===== src/rtl/frame_seq_pkg.sv =====
// ---------------------------------------------------------------------------
// frame_seq_pkg : shared state type and default widths for the frame sequencer
// Revision 1.0
// ---------------------------------------------------------------------------
`default_nettype none

package frame_seq_pkg;

  typedef enum logic [1:0] {
    IDLE   = 2'd0,
    ERASE  = 2'd1,
    UPDATE = 2'd2,
    DRAW   = 2'd3
  } seq_state_e;

  localparam int unsigned C_FRAME_CNT_W = 16;
  localparam int unsigned C_OVR_CNT_W   = 8;

endpackage

`default_nettype wire


===== src/rtl/frame_tick_sequencer_toggle_edge_detect.sv =====
// ---------------------------------------------------------------------------
// toggle_edge_detect : turns a level-toggling enable into a combinational edge
//                      flag and a registered one-cycle tick
// Revision 1.0
// ---------------------------------------------------------------------------
`default_nettype none

module toggle_edge_detect (
  input  logic clk,
  input  logic reset_n,
  input  logic toggle_in,
  output logic toggle_edge,
  output logic tick
);

  logic prev_q, prev_d;
  logic tick_q, tick_d;

  assign toggle_edge = toggle_in ^ prev_q;

  always_comb begin
    prev_d = toggle_in;
    tick_d = toggle_edge;
  end

  always_ff @(posedge clk or negedge reset_n) begin
    if (!reset_n) begin
      prev_q <= 1'b0;
      tick_q <= 1'b0;
    end else begin
      prev_q <= prev_d;
      tick_q <= tick_d;
    end
  end

  assign tick = tick_q;

endmodule

`default_nettype wire


===== src/rtl/frame_tick_sequencer.sv =====
// ---------------------------------------------------------------------------
// frame_tick_sequencer : converts rate-divider toggles into frame ticks and
//                        walks erase -> update -> draw through req/done
// Optional feature macro: FRAME_OVERRUN_CNT_EN (saturating dropped-tick count)
// Revision 1.0
// ---------------------------------------------------------------------------
`default_nettype none

module frame_tick_sequencer
  import frame_seq_pkg::*;
#(
  parameter int unsigned FRAME_CNT_W = C_FRAME_CNT_W
`ifdef FRAME_OVERRUN_CNT_EN
  , parameter int unsigned OVR_CNT_W = C_OVR_CNT_W
`endif
) (
  input  logic                   clk,
  input  logic                   reset_n,
  input  logic                   rate_toggle,
  output logic                   frame_tick,
  output logic                   erase_req,
  input  logic                   erase_done,
  output logic                   update_req,
  input  logic                   update_done,
  output logic                   draw_req,
  input  logic                   draw_done,
  output logic                   busy,
  output logic [FRAME_CNT_W-1:0] frame_count
`ifdef FRAME_OVERRUN_CNT_EN
  , output logic [OVR_CNT_W-1:0] overrun_count
`endif
);

  seq_state_e             state_q, state_d;
  logic                   pending_q, pending_d;
  logic [FRAME_CNT_W-1:0] frame_count_q, frame_count_d;
  logic                   toggle_edge;
  logic                   busy_edge;

  toggle_edge_detect u_edge (
    .clk         (clk),
    .reset_n     (reset_n),
    .toggle_in   (rate_toggle),
    .toggle_edge (toggle_edge),
    .tick        (frame_tick)
  );

  // The draw-done cycle hands any new edge straight to the next frame instead.
  assign busy_edge = toggle_edge && (state_q != IDLE) && !((state_q == DRAW) && draw_done);

  always_comb begin
    state_d       = state_q;
    pending_d     = pending_q;
    frame_count_d = frame_count_q;
    case (state_q)
      IDLE: begin
        if (toggle_edge || pending_q) begin
          state_d   = ERASE;
          pending_d = 1'b0;
        end
      end
      ERASE:  if (erase_done)  state_d = UPDATE;
      UPDATE: if (update_done) state_d = DRAW;
      DRAW: begin
        if (draw_done) begin
          frame_count_d = frame_count_q + FRAME_CNT_W'(1);
          if (pending_q || toggle_edge) begin
            state_d   = ERASE;
            pending_d = 1'b0;
          end else begin
            state_d = IDLE;
          end
        end
      end
      default: state_d = IDLE;
    endcase
    if (busy_edge && !pending_q) pending_d = 1'b1;
  end

  always_ff @(posedge clk or negedge reset_n) begin
    if (!reset_n) begin
      state_q       <= IDLE;
      pending_q     <= 1'b0;
      frame_count_q <= '0;
    end else begin
      state_q       <= state_d;
      pending_q     <= pending_d;
      frame_count_q <= frame_count_d;
    end
  end

`ifdef FRAME_OVERRUN_CNT_EN
  logic [OVR_CNT_W-1:0] overrun_count_q, overrun_count_d;

  always_comb begin
    overrun_count_d = overrun_count_q;
    if (busy_edge && pending_q && (overrun_count_q != '1))
      overrun_count_d = overrun_count_q + OVR_CNT_W'(1);
  end

  always_ff @(posedge clk or negedge reset_n) begin
    if (!reset_n) overrun_count_q <= '0;
    else          overrun_count_q <= overrun_count_d;
  end

  assign overrun_count = overrun_count_q;
`endif

  assign erase_req   = (state_q == ERASE);
  assign update_req  = (state_q == UPDATE);
  assign draw_req    = (state_q == DRAW);
  assign busy        = (state_q != IDLE);
  assign frame_count = frame_count_q;

endmodule

`default_nettype wire

===== config.mk =====
export PLATFORM = sky130hd
export DESIGN_NAME = frame_tick_sequencer
export DESIGN_NICKNAME = d
export VERILOG_FILES = /design/src/rtl/frame_seq_pkg.sv /design/src/rtl/frame_tick_sequencer_toggle_edge_detect.sv /design/src/rtl/frame_tick_sequencer.sv
export SDC_FILE = /design/constraint.sdc
export NUM_CORES = 1
export LEC_CHECK = 0
export CORE_UTILIZATION = 30
export CTS_BUF_LIST = sky130_fd_sc_hd__clkbuf_4
export CTS_CLUSTER_SIZE = 12
export DETAILED_ROUTE_END_ITERATION = 8
export GPL_TIMING_DRIVEN = 0
export SLEW_MARGIN = 20
export SYNTH_ARGS = -nofsm -noshare
export SYNTH_HDL_FRONTEND = slang
export SYNTH_HIERARCHICAL = 1
export SYNTH_SLANG_ARGS = --single-unit

===== constraint.sdc =====
create_clock -name clk -period 1.4 [get_ports clk]
set_input_delay 0.42 -clock clk [delete_from_list [all_inputs] [get_ports clk]]
set_output_delay 0.42 -clock clk [all_outputs]
set_load 0.05 [all_outputs]

==> impl_metrics.csv <==
group,metric,value,unit
outcome,status,"complete, but fails checks",
outcome,violations,"setup timing",
routing,drc_errors,0,
global_routing,antenna_found_initial,0,
routing,first_iter_violations,6,
worst_hold_path,hold_path.class,"primary input to async pin",
cts,root_buffer,"clkbuf_4",
global_routing,grt_pass1_vias,812,
timing,fin_skew,0.001350,ns
pwr,p_per_area,1760,mW/mm^2
global_routing,grt_usage,13.76,%
floorplanning,die_y,60.27,um
synth,yosysSeqAreaShare,51.60,%
pwr,leakage,0.8111,nW
floorplanning,die_x,60.27,um
placed_design,port_buffers,26,
worst_setup_path,critPathKind,"register to primary output",
cts,cts_htree_levels,1,
cells_and_area,synthToLayoutAreaGrowth,64.37,%
placed_design,placed_cells,156,
routing,antenna_left,0,
synth,synth-seq-cells,21,
cells_and_area,diodes,0,
cells_and_area,multi_input_area,624.3,sq um
synth,netlist_area,0.001018,sq mm
timing,max_freq,610.8,MHz
timing,setup_slack,-0.2372,ns
cts,clk_pin_slew,0.11,ns
cts,cts_tree,"built",
worst_setup_path,cp_data_required_time,0.98,ns
worst_setup_path,worstSetupStartpointType,"register",
worst_setup_path,cp-end-kind,"primary output",
synth,syn_inst,86,
synth,avgSynthCellArea,11.84,sq um
timing,setup-violations-final,11,
floorplanning,rows,20,
routing,vias_per_cell,4.503,
timing,slew_viol_final,0,
placed_design,hpwl,1463,um
routing,dr.pass1.iters,2,
global_routing,grt_max_degree,22,
timing,relSlewSlack,37.58,%
cts,clkLatencyLatePin,0.29,ns
floorplanning,die_area,0.003632,sq mm
cells_and_area,drive_above_1_share,59.85,%
timing,worst-slew-pin-transition,0.9348,ns
run,max-cap-violations,0,
floorplanning,core,0.003128,sq mm
timing,rsz0062_at_grt,"yes",
floorplanning,pin_count,27,
pwr,vdd_ir_drop_max,0.001198,V
cells_and_area,fin_cells,181,
routing,via_count,815,
timing,period_share,116.9,%
synth,yosys_warnings,6,
cts,numClockSinks,21,
global_routing,grt-ovfl-total,0,
worst_setup_path,crit_fanout,4,
worst_setup_path,r2r_setup_slack,-0.20,ns
cells_and_area,finalNetCount,150,
placed_design,globalplace.congestion,0.7368,
routing,wirelength,2196,um
synth,syn_nets,98,
cts,clk_path_buf_depth,2,
pwr,power.total,2.947,mW
floorplanning,initial_utilization,32.56,%
timing,period_needed,1.637,ns
cells_and_area,nFillCells,304,
routing,wl_per_cell,12.13,um
worst_setup_path,arrival,1.22,ns
global_routing,grt_pass1_wl,3643,um
synth,synth_cell_types,25,
timing,hold_viol,0,
cts,cts_buffers,3,
cells_and_area,register_area,534.3,sq um
## path summary, 6_finish.rpt
kind                       cells after the start            start         endpoint
max                                            3       state_q[1]       update_req
min                                            1          reset_n  frame_count[12]
max reg2reg                                    6       state_q[1]       state_q[0]
min reg2reg                                    1  frame_count[15]  frame_count[15]
max in group asynchronous                      1          reset_n   frame_count[0]
min in group clk                               1      rate_toggle    u_edge/prev_q
## worst max-delay path, cell delays in order, from the launching register on
cell     delay, ns
dfrtp_2       0.48
buf_6         0.14
ha_4          0.15
buf_8         0.14
## power breakdown
group	switching (mW)	total [mW]	internal (mW)
clock	0.176	0.282	0.106
sequential	0.173	0.918	0.745
combinational	0.931	1.75	0.816
## synth_stat cells
cell type | number | area, sq um
nor2_1 | 4 | 15.01
inv_1 | 4 | 15.01
a21oi_1 | 1 | 5.000
nand4_1 | 5 | 31.28
ha_1 | 6 | 75.07
a211oi_1 | 1 | 7.510
nand2_2 | 1 | 6.260
o21ai_1 | 1 | 5.000
a2111oi_4 | 1 | 27.53
nor2b_1 | 2 | 12.51
and3_2 | 1 | 7.510
nor3b_1 | 1 | 7.510
xor2_1 | 5 | 43.79
o21ai_0 | 2 | 10.01
nand3_1 | 1 | 5.000
dfrtp_1 | 21 | 525.5
and2_2 | 1 | 7.510
and4_4 | 2 | 22.52
mux2_2 | 1 | 11.26
nand4_2 | 1 | 12.51
and3_1 | 3 | 18.77
xnor2_1 | 11 | 96.34
nor3_2 | 1 | 10.01
nand2_1 | 8 | 30.03
and4b_1 | 1 | 10.01
## state kept, by name (all words and copies together) (netlist names)
| name | cells |
|---|---|
| state_q | 2 |
| frame_count | 16 |
| u_edge/prev_q | 1 |
| u_edge/tick | 1 |
| pending_q | 1 |
## stage by stage
stage                     setup TNS [ns]  setup WS, ns  hold WS, ns  util (%)  instance area [sq um]
after floorplan                  -0.6611       -0.1368       0.1244         -                   1107
after global placement            -15.49       -0.6964       0.4631     45.48                   1423
after detailed placement          -15.88       -0.7351       0.4641     45.48                   1423
after CTS                         -1.483       -0.2506       0.4146     48.56                   1519
after global routing              -2.493       -0.3008       0.2944     53.52                   1674
final                             -1.439       -0.2372       0.2452     53.52                   1674
## what timing repair did
action / CTS / global route
pin swaps: 5 / 13
buffers inserted: 12 / 9
resized for setup: 136 / 23
cloned: 0 / 0
hold buffers: 0 / 0
endpoints found under the setup margin: 29 / 29
## metal layers
metal	global-route usage [%]	wire length [um]	share of wire [%]	vias to the layer above
met5	0	0	0	-
met4	6.977	9	0.41	0
met3	2.814	115	5.2	2
met2	24.49	1205	55	20
met1	15.28	865	39	396
li1	-	-	-	397
## cells in the final DEF, fill, tap and decap left out, types with 2 or more instances in the layout
cell,netlist,layout
nand4_1,5,5
clkbuf_4,0,4
nor2_2,0,2
nand2_2,1,3
dfrtp_1,21,14
buf_8,0,2
nor2_1,4,2
buf_4,0,29
nand2_1,8,5
xnor2_2,0,2
and3_4,0,2
and4_4,2,2
dfrtp_2,0,7
inv_4,0,2
xnor2_1,11,9
buf_6,0,9
xor2_1,5,4
ha_1,6,2
clkdlybuf4s50_1,0,3
ha_4,0,4
o21ai_1,1,2
## cell families (layout without fill, tap and decap cells)
kind of cell	after synthesis	in the layout	share of synthesized area (%)
buf+inv	4	55	1.474
fa+ha+maj	6	6	7.371
mux	1	1	1.106
xor+xnor	16	16	13.76
simple gates	32	32	19.29
compound gates	6	6	5.405
flops	21	21	51.60
## cell type report
cell class | instances | area share, %
inverter | 4 | 1.196
timing repair buffer | 47 | 24.66
sequential | 21 | 31.91
multi-input combinational | 61 | 37.29
clock buffer | 3 | 1.345
clock inverter | 1 | 0.2990
tap | 44 | 3.288
Power figures use the tool's default switching activity.
